$ cat config.mk
export PLATFORM = sky130hd
export DESIGN_NAME = pwm_duty_ctrl_flat
export DESIGN_NICKNAME = d
export VERILOG_FILES = /design/src/rtl/pwm_duty_ctrl_if.sv /design/src/rtl/pwm_duty_ctrl.sv /design/src/flat_wrapper.sv
export SDC_FILE = /design/constraint.sdc
export NUM_CORES = 1
export LEC_CHECK = 0
export BUFFER_PORTS_ARGS = -buffer_cell sky130_fd_sc_hd__buf_4
export CORE_MARGIN = 1
export CORE_UTILIZATION = 45
export DETAILED_ROUTE_END_ITERATION = 16
export HOLD_SLACK_MARGIN = 0.15
export PLACE_DENSITY = 0.8
export SKIP_CTS_REPAIR_TIMING = 1
export SYNTH_ARGS = -nofsm -noshare
export SYNTH_HDL_FRONTEND = slang
export SYNTH_SLANG_ARGS = --single-unit
$ cat constraint.sdc
create_clock -name clk -period 2 [get_ports clk]
set_input_delay 0.3 -clock clk [delete_from_list [all_inputs] [get_ports clk]]
set_output_delay 0.3 -clock clk [all_outputs]
set_load 0.01 [all_outputs]
$ cat src/rtl/pwm_duty_ctrl_if.sv
// Duty-request handshake between the control loop (master) and pwm_duty_ctrl (slave).
interface pwm_duty_ctrl_if;
  logic [10:0] duty_req;
  logic        req_vld;
  logic        req_rdy;

  modport master (output duty_req, output req_vld, input  req_rdy);
  modport slave  (input  duty_req, input  req_vld, output req_rdy);
endinterface

$ cat src/rtl/pwm_duty_ctrl.sv
// PWM duty scheduler with period-aligned updates and a latched overcurrent trip.
// Optional macro SLEW_LIMIT_EN: ramp toward each request by at most SLEW_STEP per period.
module pwm_duty_ctrl #(
  parameter logic [10:0] SLEW_STEP = 11'd32,
  parameter logic [3:0]  OVR_LIMIT = 4'd3
) (
  input  logic              clk,
  input  logic              rst,
  input  logic              en,
  pwm_duty_ctrl_if.slave    req_if,
  input  logic              PWM_synch,
  input  logic              OVR_I_blank_n,
  input  logic              OVR_I,
  input  logic              flt_clr,
  output logic [10:0]       duty,
  output logic              pwm_en,
  output logic              fault,
  output logic [3:0]        ovr_cnt
);

  typedef enum logic [1:0] {IDLE, RUN, FAULT} state_t;

  state_t      state_q, state_d;
  logic [10:0] duty_q, duty_d, target_q, target_d;
  logic        pending_q, pending_d, req_rdy_q, req_rdy_d;
  logic        pwm_en_q, pwm_en_d, fault_q, fault_d;
  logic        ovr_seen_q, ovr_seen_d;
  logic [3:0]  ovr_cnt_q, ovr_cnt_d;

  logic        accept, ovr_hit, ovr_any, trip, step_done;
  logic [4:0]  cnt_nxt;
  logic [10:0] step_duty;

  assign accept  = req_if.req_vld & req_rdy_q;
  assign ovr_hit = OVR_I & OVR_I_blank_n;
  assign ovr_any = ovr_seen_q | ovr_hit;
  assign cnt_nxt = ovr_any ? ({1'b0, ovr_cnt_q} + 5'd1) : 5'd0;
  assign trip    = PWM_synch & ovr_any & (cnt_nxt == {1'b0, OVR_LIMIT});

`ifdef SLEW_LIMIT_EN
  logic signed [11:0] diff;
  logic        [11:0] mag;

  // Signed 12-bit difference so a downward ramp never wraps through 2047.
  always_comb begin
    diff = $signed({1'b0, target_q}) - $signed({1'b0, duty_q});
    mag  = diff[11] ? 12'(-diff) : 12'(diff);
    if (mag <= {1'b0, SLEW_STEP}) begin
      step_duty = target_q;
      step_done = 1'b1;
    end else begin
      step_duty = diff[11] ? (duty_q - SLEW_STEP) : (duty_q + SLEW_STEP);
      step_done = 1'b0;
    end
  end
`else
  logic slew_unused;
  assign slew_unused = ^SLEW_STEP;
  assign step_duty   = target_q;
  assign step_done   = 1'b1;
`endif

  always_comb begin
    state_d    = state_q;
    duty_d     = duty_q;
    target_d   = target_q;
    pending_d  = pending_q;
    req_rdy_d  = req_rdy_q;
    pwm_en_d   = pwm_en_q;
    fault_d    = fault_q;
    ovr_seen_d = ovr_seen_q;
    ovr_cnt_d  = ovr_cnt_q;
    case (state_q)
      IDLE: begin
        if (en && PWM_synch) begin
          state_d   = RUN;
          pwm_en_d  = 1'b1;
          req_rdy_d = 1'b1;
        end
      end
      RUN: begin
        if (trip) begin
          state_d    = FAULT;
          duty_d     = '0;
          target_d   = '0;
          pending_d  = 1'b0;
          req_rdy_d  = 1'b0;
          pwm_en_d   = 1'b0;
          fault_d    = 1'b1;
          ovr_seen_d = 1'b0;
          ovr_cnt_d  = cnt_nxt[3:0];
        end else if (!en) begin
          state_d    = IDLE;
          duty_d     = '0;
          target_d   = '0;
          pending_d  = 1'b0;
          req_rdy_d  = 1'b0;
          pwm_en_d   = 1'b0;
          ovr_seen_d = 1'b0;
          ovr_cnt_d  = '0;
        end else begin
          if (PWM_synch) begin
            ovr_cnt_d  = cnt_nxt[3:0];
            ovr_seen_d = 1'b0;
            if (pending_q) begin
              duty_d    = step_duty;
              pending_d = ~step_done;
            end
          end else begin
            ovr_seen_d = ovr_any;
          end
          // A same-cycle accept latches the new target after the step used the old one.
          if (accept) begin
            target_d  = req_if.duty_req;
            pending_d = 1'b1;
          end
          req_rdy_d = ~pending_d;
          pwm_en_d  = 1'b1;
        end
      end
      FAULT: begin
        if (flt_clr) begin
          state_d   = IDLE;
          fault_d   = 1'b0;
          ovr_cnt_d = '0;
        end
      end
      default: state_d = IDLE;
    endcase
  end

  always_ff @(posedge clk) begin
    if (rst) begin
      state_q    <= IDLE;
      duty_q     <= '0;
      target_q   <= '0;
      pending_q  <= 1'b0;
      req_rdy_q  <= 1'b0;
      pwm_en_q   <= 1'b0;
      fault_q    <= 1'b0;
      ovr_seen_q <= 1'b0;
      ovr_cnt_q  <= '0;
    end else begin
      state_q    <= state_d;
      duty_q     <= duty_d;
      target_q   <= target_d;
      pending_q  <= pending_d;
      req_rdy_q  <= req_rdy_d;
      pwm_en_q   <= pwm_en_d;
      fault_q    <= fault_d;
      ovr_seen_q <= ovr_seen_d;
      ovr_cnt_q  <= ovr_cnt_d;
    end
  end

  assign duty           = duty_q;
  assign pwm_en         = pwm_en_q;
  assign fault          = fault_q;
  assign ovr_cnt        = ovr_cnt_q;
  assign req_if.req_rdy = req_rdy_q;

endmodule

$ cat src/flat_wrapper.sv
// flat-port wrapper written by rule: the top's interface ports become plain ports
module pwm_duty_ctrl_flat 
#(
  parameter logic [10:0] SLEW_STEP = 11'd32,
  parameter logic [3:0]  OVR_LIMIT = 4'd3
)
  (clk, rst, en, PWM_synch, OVR_I_blank_n, OVR_I, flt_clr, duty, pwm_en, fault, ovr_cnt, req_if_duty_req, req_if_req_vld, req_if_req_rdy);
  pwm_duty_ctrl_if req_if_i ();
  input  logic clk;
  input  logic rst;
  input  logic en;
  input  logic PWM_synch;
  input  logic OVR_I_blank_n;
  input  logic OVR_I;
  input  logic flt_clr;
  output logic [10:0] duty;
  output logic pwm_en;
  output logic fault;
  output logic [3:0] ovr_cnt;
  input wire logic [$bits(req_if_i.duty_req)-1:0] req_if_duty_req;
  input wire logic [$bits(req_if_i.req_vld)-1:0] req_if_req_vld;
  output wire logic [$bits(req_if_i.req_rdy)-1:0] req_if_req_rdy;
  assign req_if_i.duty_req = req_if_duty_req;
  assign req_if_i.req_vld = req_if_req_vld;
  assign req_if_req_rdy = req_if_i.req_rdy;
  pwm_duty_ctrl #(.SLEW_STEP(SLEW_STEP), .OVR_LIMIT(OVR_LIMIT)) u_core (.clk(clk), .rst(rst), .en(en), .req_if(req_if_i), .PWM_synch(PWM_synch), .OVR_I_blank_n(OVR_I_blank_n), .OVR_I(OVR_I), .flt_clr(flt_clr), .duty(duty), .pwm_en(pwm_en), .fault(fault), .ovr_cnt(ovr_cnt));
endmodule
# Yosys cells after proc, flatten, opt, wreduce, memory -nomap -nowiden
# Index checks and enable logic that the tools add are counted.
dict set report classes {
  n_eq_ne 11
  add_sub_neg 1
  n_bitwise 6
  muxes 38
  n_reduce_logical 10
}
# operator n
set ops {}
lappend ops {{11-bit 2-to-1 mux} 7}
lappend ops {{1-bit 2-to-1 mux} 17}
lappend ops {{4-bit 2-to-1 mux} 4}
lappend ops {{3-bit AND reduction} 4}
lappend ops {{3-bit by 1-bit inequality test with 1-bit output, second input constant} 3}
lappend ops {{2-bit 2-to-1 mux} 4}
lappend ops {{4-bit case mux with 2 select lines} 1}
lappend ops {{1-bit case mux with 2 select lines} 3}
lappend ops {{2-bit case mux with 3 select lines} 1}
lappend ops {{4-bit by 1-bit adder with 5-bit output, second input constant} 1}
lappend ops {{5-bit by 2-bit == test with 1-bit output, second input constant} 1}
lappend ops {{5-bit 2-to-1 mux} 1}
lappend ops {{1-bit AND} 4}
lappend ops {{2-bit by 1-bit inequality test with 1-bit output, second input constant} 2}
lappend ops {{4-bit by 3-bit inequality test with 1-bit output, second input constant} 1}
lappend ops {{2-bit AND reduction} 2}
lappend ops {{2-bit nonzero test} 2}
lappend ops {{3-bit by 2-bit inequality test with 1-bit output, second input constant} 1}
lappend ops {{2-bit by 1-bit == test with 1-bit output, second input constant} 1}
lappend ops {{2-bit == test, second input constant} 1}
lappend ops {{2-bit logical NOT} 1}
lappend ops {{2-bit inequality test, second input constant} 1}
lappend ops {{1-bit logical AND} 1}
lappend ops {{1-bit NOT} 1}
lappend ops {{1-bit bitwise OR} 1}
dict set report word_totals {
  regBits 33
  elab_cells 75
}

# Longest topological paths before layout
# Gate-level depths: netlist of run 1.
dict set report logic_depth {
  word_depth 11
  mapped_depth 7
}

# Worst setup path after synthesis of run 1
# No wires, ideal clock.
dict set report synth_timing {
  kind {reg2reg}
  startpoint {register u_core.ovr_cnt_q[0], in the netlist u_core.ovr_cnt[0]}
  endpoint {register u_core.fault_q, in the netlist u_core.fault}
  t_required_ns 1.905
  setup_slack_ns 0.205
  stages_incl_launch_ff 6
  arrival_time_ns 1.699
  setup_ns 0.095
  cell_sequence {dfxtp_1 -> ha_1 -> nand4bb_4 -> or3_1 -> or4_1 -> o311ai_1}
}
dict set report synth_between {
  elab_chain_cells 6
}
# item line
set synth_lines {}
lappend synth_lines {{start, declared} pwm_duty_ctrl.sv:28} ;# logic [3:0] ovr_cnt_q, ovr_cnt_d;
lappend synth_lines {{start signal, assigned} pwm_duty_ctrl.sv:152} ;# ovr_cnt_q <= ovr_cnt_d;
lappend synth_lines {{4-bit by 1-bit adder with 5-bit output} pwm_duty_ctrl.sv:37} ;# assign cnt_nxt = ovr_any ? ({1'b0, ovr_cnt_q} + 5'd1) : 5'd0;
lappend synth_lines {{5-bit 2-to-1 mux} pwm_duty_ctrl.sv:37}
lappend synth_lines {{5-bit by 2-bit == test with 1-bit output} pwm_duty_ctrl.sv:38} ;# assign trip = PWM_synch & ovr_any & (cnt_nxt == {1'b0, OVR_LIMIT});
lappend synth_lines {{1-bit AND} pwm_duty_ctrl.sv:38}
lappend synth_lines {{2-bit by 1-bit inequality test with 1-bit output (no source line)} n/a}
lappend synth_lines {{3-bit AND reduction (no source line)} n/a}
lappend synth_lines {{end signal, assigned} pwm_duty_ctrl.sv:150} ;# fault_q <= fault_d;
lappend synth_lines {{end, declared} pwm_duty_ctrl.sv:26} ;# logic pwm_en_q, pwm_en_d, fault_q, fault_d;
# Every way passes these cells.
# A chain may end at the register's enable or synchronous reset.

# Worst setup path after layout of run 1
# Ends and elaborated chain as after synthesis.

==> results of run 1 <==
worst paths after layout:
check | to | slack, ps | depth (start not counted)
worst max-delay path | u_core.fault | 180 | 6
worst min-delay path | u_core.step_duty[6] | 170 | 2
worst max register to register | u_core.fault | 180 | 6
worst min register to register | u_core.duty[1] | 490 | 1
metrics by stage:
stage	instance area (um^2)	hold slack (ps)	setup WS, ps
floorplan	1398	425.5	205.4
global placement	1737	457.1	-54.58
detailed placement	1737	464.6	-122.7
CTS	1792	166.2	-186.0
global route	1838	154.9	63.06
finish	1838	169.3	183.7
final cells by class:
type / count / area (um^2)
Tap cell: 31 / 38.79
Sequential cell: 33 / 660.6
Timing Repair Buffer: 46 / 345.3
Fill cell: 234 / 1015
Clock buffer: 5 / 37.54
Clock inverter: 3 / 17.52
Inverter: 7 / 26.28
Multi-Input combinational cell: 89 / 711.9
cell families (layout without fill, tap and decap cells):
group | count (synthesis) | in the layout | synth area share, %
AOI/OAI and AO/OA | 51 | 51 | 27.75
xor gates and xnor gates | 1 | 1 | 0.6268
adders and majority gates | 4 | 4 | 3.581
buffers and inverters | 14 | 61 | 4.566
DFF | 33 | 33 | 47.27
and+or+nand+nor | 33 | 33 | 16.21
cells in the final DEF, fill, tap and decap left out, types with 2 or more instances in the layout:
master                     count
sky130_fd_sc_hd__a21oi_1       5
sky130_fd_sc_hd__a21oi_2       2
sky130_fd_sc_hd__nor2_1        4
sky130_fd_sc_hd__inv_1         7
sky130_fd_sc_hd__dfxtp_1      33
sky130_fd_sc_hd__clkinv_2      2
sky130_fd_sc_hd__a22o_1       22
sky130_fd_sc_hd__clkbuf_4      5
sky130_fd_sc_hd__o31ai_1       2
sky130_fd_sc_hd__o21ai_0       6
sky130_fd_sc_hd__nand3_1       6
sky130_fd_sc_hd__nand2_1       8
sky130_fd_sc_hd__or3_1         2
sky130_fd_sc_hd__buf_4        46
sky130_fd_sc_hd__ha_1          4
sky130_fd_sc_hd__o211ai_1      2
power groups by stage:
stage,combinational (mW),clock (mW),sequential (mW)
6_report,0.231,0.359,0.683
5_1_grt,0.255,0.395,0.686
4_1_cts,0.215,0.364,0.684
3_5_place_dp,0.212,0,0.699
3_3_place_gp,0.205,0,0.697
2_1_floorplan,0.122,0,0.701
layer usage:
metal / GRT usage (%) / vias to the layer above / part of all wire, % / wire length (um)
met3: 4.688 / 5 / 5.8 / 185
met1: 27.25 / 598 / 44 / 1410
li1: - / 617 / - / -
met2: 32.06 / 45 / 49 / 1545
met5: 0 / - / 0 / 0
met4: 7.143 / 0 / 1.4 / 43
flip-flops by register name, indices dropped and copies added (netlist names):
signal and flops:
u_core.ovr_cnt 4, u_core.req_if.req_rdy 1, u_core.pwm_en 1, u_core.state_q 2
u_core.duty 11, u_core.step_duty 11, u_core.pending_q 1, u_core.ovr_seen_q 1
u_core.fault 1
==> qor.log, run 1 <==
INFO  yosys          yosysSeqAreaShare=47.27%
INFO  drt            detail_route.wl_per_cell=14.88um
INFO  yosys          syn-num-nets=159
INFO  global_routing grt_pass1_wl=5133um
INFO  clock_tree     tritoncts=yes
INFO  die            floorplan.die.height=57.73um
INFO  placement      place.port_buffers=36
INFO  die            starting_density=48.99%
INFO  placement      detailedPlacementHpwl=2247um
INFO  finish         layout-drive-gt1-share=34.43%
INFO  die            ios=37
INFO  worst_setup_path crit_required=2250ps
INFO  yosys          synth_area_per_cell=10.28um^2
INFO  pwr            largest_voltage_drop_on_the_vdd_net=0.0005735V
INFO  sta            period_minus_slack=1816ps
INFO  worst_setup_path worst_ep_arrival_time=2060ps
INFO  pwr            internal_power=0.9040mW
INFO  sta            grt_setup_unrepaired=no
INFO  finish         finish.utilization=64.43%
INFO  worst_setup_path worstReg2RegStart=u_core.ovr_cnt[0]
INFO  sta            finalClockSkew=11.09ps
INFO  yosys          yosysMostFrequentCell=sky130_fd_sc_hd__dfxtp_1
INFO  sta            timing.final.crit_share=90.81%
INFO  sta            setup-violations-final=0
INFO  clock_tree     clock_latency_reported_for_the_late_side_of_the_worst_skew_pair=330ps
INFO  yosys          synth_flop_cell=sky130_fd_sc_hd__dfxtp_1
INFO  sta            worst_slew_margin_rel=57.24%
INFO  worst_hold_path holdCritStartpoint=req_if_duty_req[6]
INFO  pwr            clockPowerShare=28.2%
INFO  pwr            switchingPower=0.3694mW
INFO  clock_tree     htree_num_levels=2
INFO  status         status=finished, violations left
INFO  die            design.core.area=2853um^2
INFO  drt            first_pass_iters=11
INFO  clock_tree     clk_path_buf_depth=2
INFO  yosys          yosys_warnings=0
INFO  finish         stdcell_count=214
INFO  die            die_w=57.73um
INFO  worst_setup_path critPathSlowestCell=sky130_fd_sc_hd__or4_1
INFO  clock_tree     cts_root_buf=sky130_fd_sc_hd__clkbuf_4
INFO  pwr            power.leakage=0.7568nW
INFO  finish         diode_insertion_count_for_antenna_repair=0
INFO  drt            postRouteWirelength=3185um
INFO  clock_tree     cts.clk_slew.worst_paths=110ps
INFO  drt            detail_route.vias_per_cell=5.911
INFO  pwr            share_seq_of_total_power=53.7%
INFO  placement      place_inst=205
INFO  pwr            total_power=1.273mW
INFO  yosys          post-synth-top-area-fraction=47.27%
INFO  yosys          async_reset_ff_share=0%
INFO  worst_setup_path critical_path.cell_chain=ha_1 > xor2_2 > buf_4 > or3_1 > or4_1 > o311ai_1
INFO  sta            max_transition_viols_final=0
INFO  worst_setup_path ws_path_type=reg -> reg
INFO  yosys          synth_area=1398um^2
INFO  yosys          synth-edff-count=0
INFO  sta            setup-tns-final=0ps
INFO  global_routing globalRoute.totalOverflow=0
INFO  worst_setup_path critical_path.n_buffers_inverters=1
INFO  yosys          count_of_mapped_cells_out_of_synthesis=136
INFO  global_routing grt_max_degree=17
INFO  yosys          post_synth_most_frequent_cells=sky130_fd_sc_hd__dfxtp_1 (33), sky130_fd_sc_hd__a22o_1 (22), sky130_fd_sc_hd__nand2_1 (8)
INFO  drt            first_iter_violations=42
INFO  finish         synthToLayoutAreaGrowth=31.51%
INFO  sta            fmax=550.6MHz
INFO  worst_setup_path timing.critical_path.from_type=register
INFO  global_routing first_global_vias=1127
INFO  worst_setup_path end_kind=register
INFO  worst_setup_path crit_path_max_incr_delay=410ps
INFO  drt            drtAntennaViolNets=0
INFO  drt            remaining_drc_errors=1
INFO  pwr            relative_contribution_of_combinational_cells_to_total_power=18.2%
INFO  worst_setup_path critical_path_peak_fanout=5
INFO  global_routing grt_antenna_before_repair=0
INFO  drt            total_via_count_after_detailed_routing=1265
INFO  die            die_area=3333um^2
INFO  clock_tree     cts_made_buffers=5
INFO  worst_hold_path class_of_the_tightest_hold_or_removal_check=in -> reg
INFO  clock_tree     clkSinkCount=33
INFO  run            cap_viol_max_count=0
INFO  placement      place_congestion=0.8572
INFO  yosys          synth_largest_area_cell=sky130_fd_sc_hd__dfxtp_1
INFO  global_routing grt.total_usage=20.25%
INFO  sta            timing.final.hold_violations=0
INFO  die            placementRows=19
INFO  pwr            p_per_area=692.8nW/um^2
INFO  yosys          synth-seq-cells=33
INFO  yosys          synthTopCellsByArea=sky130_fd_sc_hd__dfxtp_1 (47%), sky130_fd_sc_hd__a22o_1 (14%), sky130_fd_sc_hd__ha_1 (3.6%)
INFO  worst_setup_path critical_path.top_delay_family=simple AND/OR/NAND/NOR gates
INFO  sta            worst-slew-pin-transition=636.6ps
INFO  worst_setup_path worstSetupStartpoint=u_core.ovr_cnt[0]
INFO  finish         nNetsFinal=205
INFO  yosys          ys_types=39
INFO  status         violations=DRC
INFO  pwr            switching_share=29.01%
Note: power is estimated with default switching activity, not from simulation.
==> inputs of run 2 (changes only) <==
--- a/config.mk
+++ b/config.mk
@@ -7,10 +7,10 @@
 export LEC_CHECK = 0
 export BUFFER_PORTS_ARGS = -buffer_cell sky130_fd_sc_hd__buf_4
 export CORE_MARGIN = 1
-export CORE_UTILIZATION = 45
+export CORE_UTILIZATION = 55
 export DETAILED_ROUTE_END_ITERATION = 16
 export HOLD_SLACK_MARGIN = 0.15
-export PLACE_DENSITY = 0.8
+export PLACE_DENSITY = 0.93
 export SKIP_CTS_REPAIR_TIMING = 1
 export SYNTH_ARGS = -nofsm -noshare
 export SYNTH_HDL_FRONTEND = slang
==> constraint.sdc (replaced) <==
create_clock -name clk -period 2.3 [get_ports clk]
set_input_delay 0.345 -clock clk [delete_from_list [all_inputs] [get_ports clk]]
set_output_delay 0.345 -clock clk [all_outputs]
set_load 0.01 [all_outputs]
==> qor.log, run 2 (synthesis results as in run 1) <==
INFO  clock_tree     cts_root_buf=sky130_fd_sc_hd__clkbuf_4
INFO  worst_setup_path critical_path_peak_fanout=11
INFO  global_routing globalRoute.totalOverflow=0
INFO  global_routing grt_antenna_before_repair=0
INFO  run            cap_viol_max_count=0
INFO  placement      place_congestion=0.8599
INFO  sta            fmax=470.3MHz
INFO  sta            finalClockSkew=9.314ps
INFO  drt            first_iter_violations=61
INFO  sta            whs=214.7ps
INFO  clock_tree     tritoncts=yes
INFO  drt            detail_route.wl_per_cell=16.14um
INFO  sta            timing.final.hold_violations=0
INFO  pwr            total_power=1.092mW
INFO  clock_tree     clkSinkCount=33
INFO  pwr            p_per_area=627.2nW/um^2
INFO  drt            drtAntennaViolNets=0
INFO  global_routing grt_pass1_wl=5071um
INFO  sta            timing.final.crit_share=92.45%
INFO  drt            remaining_drc_errors=0
INFO  finish         commonest_non_fill_non_tap_cell_in_the_layout=sky130_fd_sc_hd__buf_4
INFO  finish         layout-drive-gt1-share=29.31%
INFO  die            die_area=2747um^2
INFO  finish         nNetsFinal=196
INFO  sta            fin_ws=173.6ps
INFO  drt            detail_route.vias_per_cell=6.223
INFO  finish         most-common-layout-cells=sky130_fd_sc_hd__buf_4 (37), sky130_fd_sc_hd__dfxtp_1 (33), sky130_fd_sc_hd__a22o_1 (22), sky130_fd_sc_hd__nand2_1 (8), sky130_fd_sc_hd__inv_1 (7)
INFO  finish         fillers=151
INFO  sta            worst-slew-pin-transition=621.1ps
INFO  worst_setup_path ws_path_type=reg -> reg
INFO  global_routing gr_util_met2=39.66%
INFO  placement      place_inst=194
INFO  global_routing use_met3=8.116%
INFO  clock_tree     clk_path_buf_depth=2
INFO  clock_tree     htree_num_levels=2
INFO  clock_tree     cts.clk_slew.worst_paths=110ps
INFO  drt            total_via_count_after_detailed_routing=1257
INFO  worst_setup_path end_kind=register
INFO  die            floorplan.die.height=52.41um
INFO  die            die_w=52.41um
INFO  finish         stdcell_count=202
INFO  pwr            power.leakage=0.7094nW
INFO  global_routing grt-busiest-layer=met2
INFO  drt            postRouteWirelength=3260um
INFO  global_routing grt.met1_usage=32.14%
INFO  finish         synthToLayoutAreaGrowth=24.53%
INFO  worst_setup_path crit_required=2580ps
INFO  die            starting_density=60.84%
INFO  placement      place_worst_setup_slack=17.31ps
INFO  sta            setup-violations-final=0
INFO  sta            worst_slew_margin_rel=58.28%
INFO  global_routing grt_max_degree=17
INFO  clock_tree     clock_latency_reported_for_the_late_side_of_the_worst_skew_pair=340ps
INFO  placement      detailedPlacementHpwl=2271um
INFO  pwr            largest_voltage_drop_on_the_vdd_net=0.0004660V
INFO  placement      place.port_buffers=36
INFO  worst_hold_path class_of_the_tightest_hold_or_removal_check=in -> reg
INFO  clock_tree     cts_made_buffers=5
INFO  status         status=finished clean
INFO  global_routing first_global_vias=1125
INFO  finish         diode_insertion_count_for_antenna_repair=0
INFO  worst_setup_path worst_ep_arrival_time=2410ps
INFO  die            ios=37
INFO  die            design.core.area=2297um^2
INFO  sta            period_minus_slack=2126ps
INFO  worst_setup_path timing.critical_path.from_type=register
INFO  drt            first_pass_iters=4
INFO  die            placementRows=17
INFO  global_routing grt.total_usage=26.00%
INFO  sta            max_transition_viols_final=0
-- run 2: cell types whose count changed in the layout (fill, tap and decap cells not counted), sizes merged --
cell and delta:
buf -9, clkinvlp -1, clkbuf +1
-- run 2: layout make-up --
class                      instances  area (um^2)  share of cell area, %
sequential                        33        660.6                  37.96
tap                               28        35.03                  2.013
clock inverter                     2        10.01                 0.5751
timing repair buffer              37        277.8                  15.96
inverter                           7        26.28                  1.510
clock buffer                       6        41.29                  2.372
multi-input combinational         89        689.4                  39.61
-- run 2: metrics by stage --
step	utilization [%]	setup TNS [ps]	area, um^2
6_report	75.76	0	1740
5_1_grt	75.76	-18.35	1740
4_1_cts	75.05	-151.7	1724
3_5_place_dp	72.82	0	1673
3_3_place_gp	72.82	0	1673
2_1_floorplan	-	0	1398
-- run 2: worst max-delay path, cell delays in order (launching register included) --
cell and delay [ps]:
sky130_fd_sc_hd__dfxtp_1 440, sky130_fd_sc_hd__ha_1 230, sky130_fd_sc_hd__xor2_1 470, sky130_fd_sc_hd__o311ai_0 220, sky130_fd_sc_hd__a21oi_2 480, sky130_fd_sc_hd__a22o_1 230
-- run 2: where the power goes --
| part | total (mW) | switching, mW | internal [mW] |
|---|---|---|---|
| Clock | 0.317 | 0.201 | 0.116 |
| Combinational | 0.178 | 0.109 | 0.0689 |
| Sequential | 0.596 | 0.0106 | 0.586 |
-- run 2: path summary, 6_finish.rpt --
check | depth (start not counted) | to | from | slack, ps
setup reg to reg | 5 | u_core.duty[9] | u_core.ovr_cnt[0] | 170
hold reg to reg | 1 | u_core.duty[4] | u_core.duty[4] | 480
setup / recovery | 5 | u_core.duty[9] | u_core.ovr_cnt[0] | 170
hold / removal | 2 | u_core.step_duty[7] | req_if_duty_req[7] | 210
-- run 2: routing by layer --
layer / share of wire (%) / routed length, um / up-vias
met3: 7.8 / 255 / 14
met5: 0 / 0 / -
met4: 2.9 / 93 / 0
li1: - / - / 595
met1: 43 / 1401 / 579
met2: 46 / 1509 / 69
==> inputs of run 3 (changes only) <==
--- a/config.mk
+++ b/config.mk
@@ -11,6 +11,7 @@
 export DETAILED_ROUTE_END_ITERATION = 16
 export HOLD_SLACK_MARGIN = 0.15
 export PLACE_DENSITY = 0.93
+export SETUP_SLACK_MARGIN = 0.3
 export SKIP_CTS_REPAIR_TIMING = 1
 export SYNTH_ARGS = -nofsm -noshare
 export SYNTH_HDL_FRONTEND = slang
==> qor.log, run 3 (synthesis results as in run 1) <==
INFO  status         status=finished clean
INFO  clock_tree     cts.clk_slew.worst_paths=110ps
INFO  sta            fmax=504.2MHz
INFO  worst_setup_path timing.critical_path.from_type=register
INFO  finish         nNetsFinal=199
INFO  global_routing grt_max_degree=17
INFO  sta            worst-slew-pin-transition=551.3ps
INFO  clock_tree     clock_latency_reported_for_the_late_side_of_the_worst_skew_pair=350ps
INFO  clock_tree     clk_path_buf_depth=2
INFO  placement      placed_instance_area=1673um^2
INFO  global_routing grt_antenna_before_repair=0
INFO  clock_tree     cts_root_buf=sky130_fd_sc_hd__clkbuf_4
INFO  finish         diode_insertion_count_for_antenna_repair=0
INFO  die            placementRows=17
INFO  sta            timing.final.crit_share=86.24%
INFO  clock_tree     cts_made_buffers=5
INFO  placement      detailedPlacementHpwl=2271um
INFO  die            ios=37
INFO  pwr            largest_voltage_drop_on_the_vdd_net=0.0004728V
INFO  worst_setup_path critPathSlowestCell=sky130_fd_sc_hd__o311ai_0
INFO  global_routing grt.total_usage=26.00%
INFO  drt            first_pass_iters=4
INFO  die            starting_density=60.84%
INFO  sta            timing.final.hold_violations=0
INFO  finish         stdcell_count=205
INFO  finish         final_cell_area=1809um^2
INFO  global_routing first_global_vias=1125
INFO  global_routing globalRoute.totalOverflow=0
INFO  drt            drtAntennaViolNets=0
INFO  die            floorplan.die.height=52.41um
INFO  worst_hold_path class_of_the_tightest_hold_or_removal_check=in -> reg
INFO  clock_tree     tritoncts=yes
INFO  clock_tree     htree_num_levels=2
INFO  drt            remaining_drc_errors=0
INFO  worst_setup_path critical_path.cell_chain=ha_4 > nand4bb_4 > o311ai_0 > a21oi_2 > buf_4 > a22o_1
INFO  worst_setup_path worst_ep_arrival_time=2220ps
INFO  die            design.core.area=2297um^2
INFO  drt            postRouteWirelength=3584um
INFO  finish         commonest_non_fill_non_tap_cell_in_the_layout=sky130_fd_sc_hd__buf_4
INFO  worst_setup_path critical_path_peak_fanout=10
INFO  die            die_w=52.41um
INFO  drt            detail_route.vias_per_cell=6.463
INFO  run            cap_viol_max_count=0
INFO  global_routing grt_pass1_wl=5071um
INFO  worst_setup_path ws_path_type=reg -> reg
INFO  worst_setup_path crit_required=2530ps
INFO  sta            worst_slew_margin_rel=63.24%
INFO  sta            setup-violations-final=0
INFO  finish         layout-drive-gt1-share=32.20%
INFO  pwr            power.leakage=0.7253nW
INFO  placement      place_inst=194
INFO  sta            whs=214.8ps
INFO  sta            grt_setup_unrepaired=yes
INFO  sta            finalClockSkew=14.11ps
INFO  sta            period_minus_slack=1983ps
INFO  placement      place_congestion=0.8599
INFO  finish         synthToLayoutAreaGrowth=29.45%
INFO  pwr            p_per_area=613.6nW/um^2
INFO  finish         most-common-layout-cells=sky130_fd_sc_hd__buf_4 (40), sky130_fd_sc_hd__dfxtp_1 (33), sky130_fd_sc_hd__a22o_1 (22), sky130_fd_sc_hd__nand2_1 (8), sky130_fd_sc_hd__inv_1 (7)
INFO  clock_tree     clkSinkCount=33
INFO  drt            first_iter_violations=78
INFO  worst_setup_path end_kind=register
INFO  sta            max_transition_viols_final=0
INFO  worst_setup_path crit_path_max_incr_delay=490ps
INFO  drt            total_via_count_after_detailed_routing=1325
INFO  drt            detail_route.wl_per_cell=17.48um
INFO  die            die_area=2747um^2
INFO  placement      place.port_buffers=36
## run 3: cell count changes in the layout (fill, tap and decap cells not counted), sizes merged
cell  delta
buf      +3
## run 3: routing by layer
metal	vias to the layer above	routed length (um)	global-route usage [%]	share of wire, %
met5	-	0	0	0
met1	636	1503	32.14	42
met3	13	286	8.116	8.0
met4	0	90	14.47	2.5
li1	604	-	-	-
met2	72	1704	39.66	48
## run 3: critical path: cells and delay by family (launching register included)
kind | cells | cell delay, ps
buffers and inverters | 1 | 190
AND/OR/NAND/NOR | 1 | 180
flip-flops | 1 | 400
AO/OA/AOI/OAI | 3 | 780
adder cells (fa/ha/maj) | 1 | 310
## run 3: worst paths after layout
kind	startpoint	to	slack (ps)	cells after the start
worst max-delay path	u_core.ovr_cnt[0]	u_core.duty[9]	320	6
worst min register to register	u_core.step_duty[10]	u_core.duty[10]	480	1
worst min-delay path	req_if_duty_req[6]	u_core.step_duty[6]	210	2
worst max register to register	u_core.ovr_cnt[0]	u_core.duty[9]	320	6
## run 3: per-stage QoR
step	setup TNS [ps]	power [mW]	utilization, %	setup slack (ps)
final	0	1.110	78.76	316.6
after floorplan	0	0.7157	-	505.4
after global routing	0	1.165	78.76	205.7
after global placement	0	0.7678	72.82	152.9
after CTS	-151.7	1.086	75.05	-30.11
after detailed placement	0	0.7768	72.82	17.31
## run 3: layout make-up
cell class / count / area, um^2
multi-input combinational: 89 / 735.7
sequential: 33 / 660.6
fill: 139 / 488.0
timing repair buffer: 40 / 300.3
clock buffer: 6 / 41.29
tap: 28 / 35.03
inverter: 7 / 26.28
clock inverter: 2 / 10.01
## run 3: power by group
group	leakage, nW	total, mW	switching (mW)	internal (mW)
clock network	0.0320	0.315	0.199	0.116
registers	0.266	0.597	0.0113	0.586
logic	0.427	0.198	0.119	0.0791
